`config.mk`:
```
export PLATFORM = sky130hd
export DESIGN_NAME = matvec_engine
export DESIGN_NICKNAME = d
export VERILOG_FILES = /design/src/rtl/matvec_engine.sv
export SDC_FILE = /design/constraint.sdc
export NUM_CORES = 1
export LEC_CHECK = 0
export ABC_AREA = 0
export CAP_MARGIN = 25
export CORE_MARGIN = 2
export CORE_UTILIZATION = 40
export DETAILED_ROUTE_END_ITERATION = 6
export GPL_ROUTABILITY_DRIVEN = 0
export PLACE_DENSITY = 0.55
export RECOVER_POWER = 50
export REMOVE_ABC_BUFFERS = 1
export SYNTH_ARGS = -nofsm -noshare
export SYNTH_HDL_FRONTEND = slang
export SYNTH_SLANG_ARGS = --single-unit
```
`constraint.sdc`:
```
create_clock -name clk -period 18.1 [get_ports clk]
set_clock_uncertainty 0.15 [all_clocks]
set_input_delay 4.525 -clock clk [delete_from_list [all_inputs] [get_ports clk]]
set_output_delay 4.525 -clock clk [all_outputs]
set_load 0.005 [all_outputs]
```
`src/rtl/matvec_engine.sv`:
```
// Y = A*X or Y = A^T*X over signed fixed point in a shared single-port memory.
// Define MATVEC_SAT_EN to saturate results instead of truncating them.
module matvec_engine #(
   parameter int W     = 16,
   parameter int AW    = 10,
   parameter int TW    = 4,
   parameter int ACC_W = 40
) (
   input  logic          clk,
   input  logic          rst_n,
   input  logic          start,
   input  logic          mode,
   input  logic [W-1:0]  ROWS,
   input  logic [W-1:0]  COLS,
   input  logic [W-1:0]  STRIDE,
   input  logic [AW-1:0] A,
   input  logic [AW-1:0] X,
   input  logic [AW-1:0] Y,
   input  logic [TW-1:0] FRAC_SH,
   output logic          busy,
   output logic          done,
   output logic          mem_req,
   output logic          mem_we,
   output logic [AW-1:0] mem_addr,
   output logic [W-1:0]  mem_wdata,
   input  logic          mem_bsy,
   input  logic [W-1:0]  mem_rdata
);

   typedef enum logic [2:0] {
      IDLE, OUT_INIT, RD_A, RD_X, MAC, WR, DONE
   } state_t;

   localparam logic signed [ACC_W-1:0] SMAX =
      {{(ACC_W-W+1){1'b0}}, {(W-1){1'b1}}};
   localparam logic signed [ACC_W-1:0] SMIN =
      {{(ACC_W-W+1){1'b1}}, {(W-1){1'b0}}};

   state_t                   state;
   logic [W-1:0]             outer_q, inner_q;
   logic [W-1:0]             o_cnt, i_cnt;
   logic [AW-1:0]            a_ostep, a_istep;
   logic [AW-1:0]            a_base, a_ptr;
   logic [AW-1:0]            x_q, x_ptr, y_ptr;
   logic [TW-1:0]            frac_q;
   logic [W-1:0]             a_q;
   logic                     first;
   logic signed [ACC_W-1:0]  acc;
   logic signed [2*W-1:0]    prod;
   logic signed [ACC_W-1:0]  acc_nxt;

   assign prod    = $signed(a_q) * $signed(mem_rdata);
   assign acc_nxt = acc + ACC_W'(prod);

   function automatic logic [W-1:0] shape(
      input logic signed [ACC_W-1:0] v,
      input logic [TW-1:0]           sh
   );
      logic signed [ACC_W-1:0] s;
      s = v >>> sh;
`ifdef MATVEC_SAT_EN
      if (s > SMAX) s = SMAX;
      else if (s < SMIN) s = SMIN;
`endif
      return s[W-1:0];
   endfunction

   always_ff @(posedge clk or negedge rst_n) begin
      if (!rst_n) begin
         state     <= IDLE;
         busy      <= 1'b0;
         done      <= 1'b0;
         mem_req   <= 1'b0;
         mem_we    <= 1'b0;
         mem_addr  <= '0;
         mem_wdata <= '0;
         outer_q   <= '0;
         inner_q   <= '0;
         o_cnt     <= '0;
         i_cnt     <= '0;
         a_ostep   <= '0;
         a_istep   <= '0;
         a_base    <= '0;
         a_ptr     <= '0;
         x_q       <= '0;
         x_ptr     <= '0;
         y_ptr     <= '0;
         frac_q    <= '0;
         a_q       <= '0;
         first     <= 1'b0;
         acc       <= '0;
      end else begin
         unique case (state)
            IDLE: if (start) begin
               // transpose just swaps loop bounds and the A walk direction
               outer_q <= mode ? COLS : ROWS;
               inner_q <= mode ? ROWS : COLS;
               a_ostep <= mode ? AW'(1) : AW'(STRIDE);
               a_istep <= mode ? AW'(STRIDE) : AW'(1);
               a_base  <= A;
               x_q     <= X;
               y_ptr   <= Y;
               frac_q  <= FRAC_SH;
               o_cnt   <= '0;
               busy    <= 1'b1;
               state   <= OUT_INIT;
            end
            OUT_INIT: begin
               acc   <= '0;
               i_cnt <= '0;
               a_ptr <= a_base;
               x_ptr <= x_q;
               if (outer_q == '0) begin
                  busy  <= 1'b0;
                  done  <= 1'b1;
                  state <= DONE;
               end else if (inner_q == '0) begin
                  mem_req   <= 1'b1;
                  mem_we    <= 1'b1;
                  mem_addr  <= y_ptr;
                  mem_wdata <= '0;
                  state     <= WR;
               end else begin
                  mem_req  <= 1'b1;
                  mem_we   <= 1'b0;
                  mem_addr <= a_base;
                  state    <= RD_A;
               end
            end
            RD_A: if (!mem_bsy) begin
               mem_addr <= x_ptr;
               a_ptr    <= a_ptr + a_istep;
               first    <= 1'b1;
               state    <= RD_X;
            end
            RD_X: begin
               // A word is only on mem_rdata in the first RD_X cycle
               if (first) begin
                  a_q   <= mem_rdata;
                  first <= 1'b0;
               end
               if (!mem_bsy) begin
                  mem_req <= 1'b0;
                  x_ptr   <= x_ptr + AW'(1);
                  state   <= MAC;
               end
            end
            MAC: begin
               acc   <= acc_nxt;
               i_cnt <= i_cnt + 1'b1;
               mem_req <= 1'b1;
               if (i_cnt + 1'b1 == inner_q) begin
                  mem_we    <= 1'b1;
                  mem_addr  <= y_ptr;
                  mem_wdata <= shape(acc_nxt, frac_q);
                  state     <= WR;
               end else begin
                  mem_we   <= 1'b0;
                  mem_addr <= a_ptr;
                  state    <= RD_A;
               end
            end
            WR: if (!mem_bsy) begin
               mem_req <= 1'b0;
               mem_we  <= 1'b0;
               y_ptr   <= y_ptr + AW'(1);
               a_base  <= a_base + a_ostep;
               o_cnt   <= o_cnt + 1'b1;
               if (o_cnt + 1'b1 == outer_q) begin
                  busy  <= 1'b0;
                  done  <= 1'b1;
                  state <= DONE;
               end else begin
                  state <= OUT_INIT;
               end
            end
            DONE: begin
               done  <= 1'b0;
               state <= IDLE;
            end
            default: state <= IDLE;
         endcase
      end
   end

endmodule

```
# After elaboration in Yosys (flattened, before gate mapping)
# Cells that the tools add are included.
# op_classes
addsub	7
multipliers	1
n_eq_ne	18
n_shift	1
muxes	55
n_reduce_logical	27
# op_table
cell	count
$mux 10	12
$mux 16	7
$pmux 16 s2	3
$pmux 10 s2	4
$pmux 40 s2	1
$add 40x32->40	1
$sshr 40x4->16	1
$add 16x1->16 const B	2
$eq 16x16->1	2
$logic_not 16->1	2
$mul 16x16->32	1
$pmux 10 s3	1
$mux 3	8
$add 10x1->10 const B	2
$add 10x10->10	2
$ne 2x2->1 const B	10
$pmux 3 s6	1
$reduce_bool 3->1	5
$mux 1	13
$pmux 1 s3	4
$reduce_and 3->1	4
$reduce_and 4->1	3
$reduce_and 2->1	5
$reduce_bool 2->1	5
other kinds (7)	10
# word_totals
ff_bits	228
elab_cells	131

# Longest topological paths before layout
# Gate-level depths: netlist of run 1.
# logic_depth
ltp_word	5
ltp_mapped	24
depth_no_buf	23

# Worst setup path before layout of run 1
# OpenSTA, ideal clock, no wires.
# synth_timing
kind	in2reg
startpoint	in mem_rdata[1]
endpoint	reg mem_wdata[13]
setup_time_ns	0.121
arrival_ns	10.725
required_ns	17.829
path_slack_ns	7.104
stages	19
n_path_buf	1
path_cell_list	clkbuf_1 -> and2_1 -> fa_1 -> fa_1 -> inv_1 -> fa_1 -> fa_1 -> fa_1 -> fa_1 -> inv_1 -> ha_1 -> and2_1 -> a311o_1 -> or4_4 -> nand4_1 -> o31ai_1 -> mux4_2 -> mux2_4 -> a22o_1
# synth_between
elab_chain_cells	5
# synth_lines
item	line	rtl
from (decl)	27	input logic [W-1:0] mem_rdata
$mul 16x16->32	52	assign prod = $signed(a_q) * $signed(mem_rdata);
$add 40x32->40	53	assign acc_nxt = acc + ACC_W'(prod);
$sshr 40x4->16	60	s = v >>> sh;
$mux 16	152	if (i_cnt + 1'b1 == inner_q) begin
$pmux 16 s2	93	unique case (state)
to (signal assigned)	155	mem_wdata <= shape(acc_nxt, frac_q);
to (decl)	25	output logic [W-1:0] mem_wdata,
# No other way between the ends. The select of a mux whose other input is x is not followed.
# A chain may end at the register's enable or synchronous reset.

# Final worst setup path of run 1
# layout_timing
startpoint	in mem_rdata[2]
endpoint	reg mem_wdata[13]
# Same word-level chain as after synthesis.

==> metrics.csv, run 1 <==
stage,metric,value,unit
route,drtAntennaViolNets,0,
critical_path,worstSetupPathType,in2reg,
synth,yosys.area_share.simple,17.0,%
floorplanning,row_count,88,
synth,netlist_instances,2530,
clock_network,ctsHoldBuffers,0,
sta,max_slew_margin,-257,%
synth,synth_area,0.0233,mm^2
grt,grt_max_degree,97,
flow_run,cap_violations,4,
clock_network,cts.path.max_buffers,3,
synth,synth_area_leader_cell,fa_1,
synth,avgSynthCellArea,9.21,um^2
route,dr_total_vias,18200,
sta,slew_viol_final,256,
critical_path,timing.critical_path.arrival,12.21,ns
synth,synth_commonest_cells,"404 x nand2_1, 287 x fa_1, 268 x inv_1, 219 x dfrtp_1, 181 x o21ai_0",
synth,async_reset_ff_share,100,%
worst_hold_path,min-delay-start,a_ostep[6],
sta,fin_tns_setup,0,ns
route,drc,0,
critical_path,crit_start,mem_rdata[2],
clock_network,cts_tree,built,
clock_network,cts_max_level,1,
synth,synth_top_family_by_area,adder cells,
synth,synth-seq-cells,219,
final_layout,finalNetCount,3080,
floorplanning,core-area,0.0577,mm^2
sta,period_needed,11.88,ns
synth,synth_edf_count,0,
floorplanning,die_height,245,um
synth,synth-compound-area-share,13.0,%
grt,grt_pass1_wl,102,mm
sta,worst_pin_slew,5.36,ns
synth,ys_top_cells_by_area,"fa_1 25%, dfrtp_1 24%, nand2_1 6.5%, ha_1 6.3%, inv_1 4.3%",
floorplanning,start_util,40.4,%
floorplanning,io_pins,133,
synth,synth_adder_area_share,31.0,%
final_layout,fin_cells,3355,
placement,hpwlAfterDp,47.9,mm
critical_path,r2r_start,a_q[15],
clock_network,cts_resized,0,
synth,synth-main-ff-cell,dfrtp_1,
synth,yosysWarningCount,0,
final_layout,drive_gt1_share,4.94,%
route,wire_per_inst,18.4,um
sta,finalCritPeriodShare,65.7,%
clock_network,clk_latency,0.59,ns
sta,setup_viol,0,
final_layout,diodes,0,
placement,dp_cells,3307,
synth,ys_types,83,
worst_hold_path,worstHoldPathType,reg2reg,
synth,synth_xor_area_share,3.19,%
outcome,outcome,finished with violations,
route,drt_wl_total,61.6,mm
grt,gr-usage-all-layers,21.0,%
route,drt-initial-drc-count,1000,
grt,grt_overflow_total,0,
sta,rsz0062_at_grt,false,
critical_path,startpoint_type,input pin,
sta,fmax,0.0842,GHz
final_layout,area_growth,11.9,%
outcome,failed_checks,"max-capacitance violations, max-slew violations",
placement,io_buffer_count,126,
final_layout,utilization,45.2,%
synth,synth_top_area_share,24.6,%
clock_network,cts-root-buf,clkbuf_16,
route,detail_route.first_pass.iterations,5,
critical_path,critPathMaxFanout,17,
sta,final-hold-violation-count,0,
floorplanning,die_width,245,um
grt,antenna_found_initial,0,
clock_network,cts_buffers,29,
clock_network,cts_num_sinks,219,
route,vias_per_cell,5.42,
floorplanning,dieArea,0.0602,mm^2
clock_network,clkTransAtPathRegs,0.06,ns
critical_path,cp.required,18.43,ns
clock_network,post_cts_buffers,0,
synth,synthMuxAreaShare,5.75,%
critical_path,cp-end-kind,register,
synth,synth.most_common_cell,nand2_1,
synth,synth-seq-area-share,23.5,%
grt,grt_pass1_vias,18900,
-- cells by family after synthesis --
kind of cell               Yosys count
adders and majority gates          405
buffers and inverters              401
muxes                              106
xor gates and xnor gates            85
and+or+nand+nor                    842
AOI/OAI and AO/OA                  472
DFF                                219
-- worst max-delay path: stages --
cell and delay [ns]:
dlygate4sd3_1 1.04, and2_1 0.31, fa_1 0.54, inv_1 0.17, fa_1 0.43, fa_1 0.49
fa_1 0.59, fa_1 0.45, fa_1 0.52, inv_1 0.05, ha_1 0.48, nand2_1 0.24
a2111oi_4 0.52, nand3_1 0.23, a21oi_1 0.35, o21a_1 0.17, o31ai_1 0.10, mux4_2 0.47
mux2_4 0.28, a22o_1 0.20
-- path summary, 6_finish.rpt --
check	slack [ns]	end	cells after the start
max in group asynchronous	6.51	acc[18]	3
min reg2reg	0.33	a_ostep[6]	2
min in group asynchronous	5.72	a_ostep[6]	1
max	6.22	mem_wdata[13]	20
min	0.33	a_ostep[6]	2
max reg2reg	10.40	mem_wdata[13]	19
-- cell type report --
class | instances | area [um^2]
Clock buffer | 39 | 843
Clock inverter | 9 | 118
Fill cell | 5636 | 31600
Inverter | 269 | 1010
Multi-Input combinational cell | 1910 | 16300
Sequential cell | 219 | 5480
Tap cell | 765 | 957
Timing Repair Buffer | 144 | 1370
-- layer usage --
layer | routed length, um | up-vias | track usage (%)
li1 | - | 8536 | -
met1 | 28300 | 9143 | 29.4
met2 | 28600 | 426 | 33.8
met3 | 3380 | 87 | 3.67
met4 | 1330 | 0 | 4.80
met5 | 0 | - | 0
-- sequential cells by signal (all words and copies together), names as in the netlist, 16 cells and up --
signal / count
acc: 31
a_q: 16
i_cnt: 16
inner_q: 16
mem_wdata: 16
o_cnt: 16
outer_q: 16
-- cells in the final DEF, fill, tap and decap left out, types with 32 or more instances in the layout --
cell type        synthesis  final
xor2_1                  32     32
nand3_1                 48     48
ha_1                   117    117
nor2_1                 108    106
inv_1                  268    268
clkdlybuf4s50_1          0    106
dfrtp_1                219    219
nand2_1                404    404
a21oi_1                 92     92
o21ai_0                181    181
and2_1                 129    128
mux2i_1                 63     63
fa_1                   287    287
xnor2_1                 53     53
-- per-stage QoR --
step / setup WS [ns] / hold WS [ns] / cell area [um^2]
2_1_floorplan: 7.21 / 0.290 / 22800
3_3_place_gp: 5.66 / 0.315 / 25100
3_5_place_dp: 5.66 / 0.319 / 25200
4_1_cts: 6.25 / 0.335 / 26100
5_1_grt: 4.92 / 0.351 / 26100
6_report: 6.22 / 0.331 / 26100
Power of run 1 is not shown: default switching activity piles up to over one toggle a cycle in this logic, so the estimate is an artifact.
==> inputs of run 2 (changes only) <==
==> constraint.sdc (replaced) <==
create_clock -name clk -period 11.1 [get_ports clk]
set_clock_uncertainty 0.15 [all_clocks]
set_input_delay 2.775 -clock clk [delete_from_list [all_inputs] [get_ports clk]]
set_output_delay 2.775 -clock clk [all_outputs]
set_load 0.005 [all_outputs]
==> metrics.csv, run 2 (synthesized netlist as in run 1, its figures left out) <==
stage,metric,value,unit
outcome,outcome,finished with violations,
outcome,failed_checks,"max-capacitance violations, max-slew violations",
final_layout,area_growth,12.6,%
final_layout,drive_gt1_share,5.56,%
sta,finalCritPeriodShare,90.6,%
critical_path,worstSetupPathType,in2reg,
clock_network,cts.path.max_buffers,3,
critical_path,timing.critical_path.arrival,10.35,ns
sta,fin_tns_setup,0,ns
clock_network,cts-root-buf,clkbuf_16,
sta,final-hold-violation-count,0,
sta,rsz0062_at_grt,false,
worst_hold_path,min_to,a_ostep[7],
floorplanning,dieArea,0.0602,mm^2
sta,worst_pin_slew,5.19,ns
worst_hold_path,min_path_cells,2,
route,drt-initial-drc-count,1168,
placement,placed_area,0.0253,mm^2
route,vias_per_cell,5.42,
clock_network,ctsHoldBuffers,0,
clock_network,cts_resized,0,
floorplanning,die_width,245,um
grt,grtUsageMet1,29.2,%
final_layout,diodes,0,
clock_network,cts_tree,built,
grt,grt_pass1_vias,19200,
final_layout,layout_commonest_cell,nand2_1,
grt,gr-usage-all-layers,21.1,%
sta,setup_viol,0,
sta,fmax,0.0995,GHz
floorplanning,io_pins,133,
sta,period_needed,10.05,ns
worst_hold_path,min-delay-start,a_ostep[7],
clock_network,clk_latency,0.58,ns
route,drtAntennaViolNets,0,
flow_run,cap_violations,2,
grt,antenna_found_initial,0,
floorplanning,start_util,40.4,%
worst_hold_path,worstHoldPathType,reg2reg,
route,dr_total_vias,18300,
sta,slew_viol_final,147,
final_layout,utilization,45.5,%
critical_path,r2r_start,a_q[15],
final_layout,fillers,5630,
route,detail_route.first_pass.iterations,5,
route,drc,0,
critical_path,cp.required,11.40,ns
placement,hpwlAfterDp,48.1,mm
placement,io_buffer_count,126,
critical_path,r2r_cells,19,
grt,grt_use_met3,3.78,%
final_layout,finalNetCount,3093,
clock_network,cts_max_level,1,
critical_path,cp-end-kind,register,
clock_network,cts_num_sinks,219,
critical_path,regToRegEndpoint,mem_wdata[13],
grt,grt_pass1_wl,102,mm
clock_network,clkTransAtPathRegs,0.06,ns
floorplanning,die_height,245,um
grt,grt_overflow_total,0,
floorplanning,row_count,88,
critical_path,r2r_slack,3.40,ns
grt,grt_max_degree,93,
critical_path,critPathMaxFanout,14,
final_layout,largest-register,acc,
grt,grt-busiest-layer,met2,
route,drt_wl_total,61.7,mm
clock_network,post_cts_buffers,0,
final_layout,fin_cells,3372,
final_layout,layout_common_cells,"404 x nand2_1, 287 x fa_1, 268 x inv_1, 219 x dfrtp_1, 181 x o21ai_0",
clock_network,cts_buffers,27,
final_layout,stdcell_area,0.0263,mm^2
critical_path,startpoint_type,input pin,
final_layout,largest_reg_flops,31,
sta,max_slew_margin,-246,%
floorplanning,core-area,0.0577,mm^2
route,wire_per_inst,18.3,um
grt,met2_usage,34.7,%
placement,dp_cells,3321,
## run 2: area by class of cell
type	count	area, um^2	share of cell area, %
multi-input cells	1910	16300	62.2
flip-flops and latches	219	5480	20.9
repair buffers	159	1490	5.69
inverters	269	1010	3.85
well taps	765	957	3.65
clock buffers	30	707	2.69
clock inverters	20	284	1.08
## run 2: worst max-delay path by stage
stage | startpoint | endpoint | slack [ns] | cells past startpoint
floorplan | mem_rdata[2] | mem_wdata[13] | 1.96 | 18
global placement | mem_rdata[5] | mem_wdata[13] | 0.64 | 20
detailed placement | mem_rdata[5] | mem_wdata[13] | 0.62 | 20
CTS | mem_rdata[5] | mem_wdata[13] | 1.16 | 20
global route | mem_rdata[5] | mem_wdata[13] | 0.75 | 20
finish | mem_rdata[7] | mem_wdata[13] | 1.05 | 20
## run 2: layer usage
layer | up-vias | wire length, um
met1 | 9237 | 28200
met2 | 428 | 29000
met5 | - | 0
li1 | 8550 | -
met3 | 69 | 3410
met4 | 0 | 1070
## run 2: stage by stage
stage,setup slack (ns),hold slack [ns]
finish,1.05,0.325
global route,0.754,0.354
global placement,0.639,0.312
detailed placement,0.619,0.314
floorplan,1.96,0.290
CTS,1.16,0.328
## run 2: critical path, cell delays in order
cell and delay, ns:
clkdlybuf4s50_1 0.58, clkbuf_1 0.65, nand2_1 0.18, fa_1 0.60, fa_1 0.45, fa_1 0.52, fa_1 0.56, fa_1 0.46
fa_1 0.51, inv_1 0.05, ha_1 0.47, nand2_1 0.23, a2111oi_4 0.55, nand3_1 0.22, a21oi_1 0.35, o21a_1 0.17
o31ai_1 0.10, mux4_2 0.47, mux2_4 0.27, a22o_1 0.20
Power of run 2 is left out for the same reason.
==> inputs of run 3 (changes only) <==
--- a/config.mk
+++ b/config.mk
@@ -7,6 +7,7 @@
 export LEC_CHECK = 0
 export ABC_AREA = 0
 export CAP_MARGIN = 25
+export CORE_ASPECT_RATIO = 0.8
 export CORE_MARGIN = 2
 export CORE_UTILIZATION = 40
 export DETAILED_ROUTE_END_ITERATION = 6
==> constraint.sdc (replaced) <==
create_clock -name clk -period 11 [get_ports clk]
set_clock_uncertainty 0.15 [all_clocks]
set_input_delay 2.75 -clock clk [delete_from_list [all_inputs] [get_ports clk]]
set_output_delay 2.75 -clock clk [all_outputs]
set_load 0.005 [all_outputs]
==> metrics.csv, run 3 (synthesized netlist as in run 1, its figures left out) <==
stage,metric,value,unit
clock_network,cts_tree,built,
worst_hold_path,worstHoldPathType,reg2reg,
floorplanning,dieArea,0.0602,mm^2
critical_path,regToRegEndpoint,mem_wdata[13],
route,dr_total_vias,18400,
final_layout,drive_gt1_share,5.49,%
final_layout,largest-register,acc,
final_layout,area_growth,12.1,%
critical_path,r2r_start,a_q[15],
floorplanning,core-area,0.0579,mm^2
sta,setup_viol,0,
clock_network,cts.path.max_buffers,3,
final_layout,layout_commonest_cell,nand2_1,
worst_hold_path,min-delay-start,a_istep[6],
route,drtAntennaViolNets,0,
sta,fmax,0.0996,GHz
critical_path,r2r_slack,3.20,ns
floorplanning,die_height,220,um
sta,worst_pin_slew,5.78,ns
critical_path,r2r_cells,19,
floorplanning,start_util,40.2,%
critical_path,cp-end-kind,register,
clock_network,cts-root-buf,clkbuf_16,
final_layout,finalNetCount,3092,
final_layout,diodes,0,
placement,hpwlAfterDp,48.9,mm
clock_network,cts_num_sinks,219,
grt,gr-usage-all-layers,21.5,%
grt,grt_pass1_vias,18700,
route,drt-initial-drc-count,1639,
floorplanning,row_count,79,
clock_network,cts_resized,0,
clock_network,clkTransAtPathRegs,0.06,ns
sta,rsz0062_at_grt,false,
worst_hold_path,min_path_cells,2,
outcome,outcome,finished with violations,
critical_path,worstSetupPathType,in2reg,
route,wire_per_inst,18.5,um
clock_network,clk_latency,0.55,ns
sta,final-hold-violation-count,0,
placement,dp_slack,0.561,ns
route,detail_route.first_pass.iterations,6,
flow_run,cap_violations,3,
grt,grt_pass1_wl,103,mm
outcome,failed_checks,"max-capacitance violations, max-slew violations",
sta,finalCritPeriodShare,91.3,%
grt,grt_max_degree,103,
clock_network,cts_max_level,1,
grt,antenna_found_initial,0,
route,vias_per_cell,5.45,
floorplanning,io_pins,133,
clock_network,post_cts_buffers,0,
sta,hold_slack,0.327,ns
final_layout,largest_reg_flops,31,
route,drt_wl_total,62.6,mm
critical_path,critPathMaxFanout,10,
critical_path,timing.critical_path.arrival,10.33,ns
final_layout,layout_common_cells,"404 x nand2_1, 287 x fa_1, 268 x inv_1, 219 x dfrtp_1, 181 x o21ai_0",
critical_path,startpoint_type,input pin,
worst_hold_path,min_to,a_istep[6],
clock_network,ctsHoldBuffers,0,
route,drc,0,
sta,max_slew_margin,-285,%
floorplanning,die_width,274,um
sta,fin_tns_setup,0,ns
placement,io_buffer_count,126,
sta,period_needed,10.04,ns
clock_network,cts_buffers,27,
grt,grt_overflow_total,0,
critical_path,cp.required,11.29,ns
sta,worst_slack,0.962,ns
sta,slew_viol_final,182,
[run 3: changes by cell type in the layout (fill, tap and decap cells not counted), moves of 2 or more]
cell,before,now
clkbuf_2,0,2
bufinv_16,6,2
dlygate4sd3_1,10,16
clkinvlp_4,3,1
clkdlybuf4s50_1,114,108
inv_6,0,2
clkbuf_8,2,4
[run 3: layout make-up]
class                   count  area (um^2)
well taps                 769          962
clock inverters            13          133
multi-input cells        1910        16300
repair buffers            158         1480
inverters                 269         1010
flip-flops and latches    219         5480
clock buffers              35          746
fillers                  5698        31800
[run 3: worst max path at each step]
stage / from / end / slack (ns) / cells after the start
4_1_cts: mem_rdata[3] / mem_wdata[13] / 1.14 / 20
5_1_grt: mem_rdata[7] / mem_wdata[13] / 0.59 / 22
6_report: mem_rdata[3] / mem_wdata[13] / 0.96 / 20
2_1_floorplan: mem_rdata[2] / mem_wdata[13] / 1.89 / 18
3_5_place_dp: mem_rdata[3] / mem_wdata[13] / 0.56 / 20
3_3_place_gp: mem_rdata[3] / mem_wdata[13] / 0.60 / 20
[run 3: worst max-delay path: stages]
cell           delay [ns]
dlygate4sd3_1        0.72
and2_1               0.24
fa_1                 0.68
inv_1                0.15
fa_1                 0.58
fa_1                 0.45
fa_1                 0.59
fa_1                 0.44
fa_1                 0.49
inv_1                0.04
ha_1                 0.41
a21oi_1              0.32
o22ai_1              0.26
a211oi_2             0.48
nor2_1               0.21
or4_1                0.42
nor4bb_1             0.19
mux4_2               0.46
mux2_4               0.27
a22o_1               0.20
[run 3: per-layer routing]
layer  vias to the layer above  share of wire, %  GRT usage (%)
met5                         -                 0              0
met1                      9268                48           32.6
met3                        69               5.4           2.78
met4                         0               2.1           4.49
li1                       8559                 -              -
met2                       483                44           32.9
[run 3: through the flow]
step	cells	instance area, um^2	utilization [%]
global route	3373	26100	45.1
detailed placement	3323	25300	43.6
floorplan	2398	22800	-
global placement	3320	25200	43.6
finish	3373	26100	45.1
CTS	3371	26100	45.1
Power of run 3 is left out for the same reason.
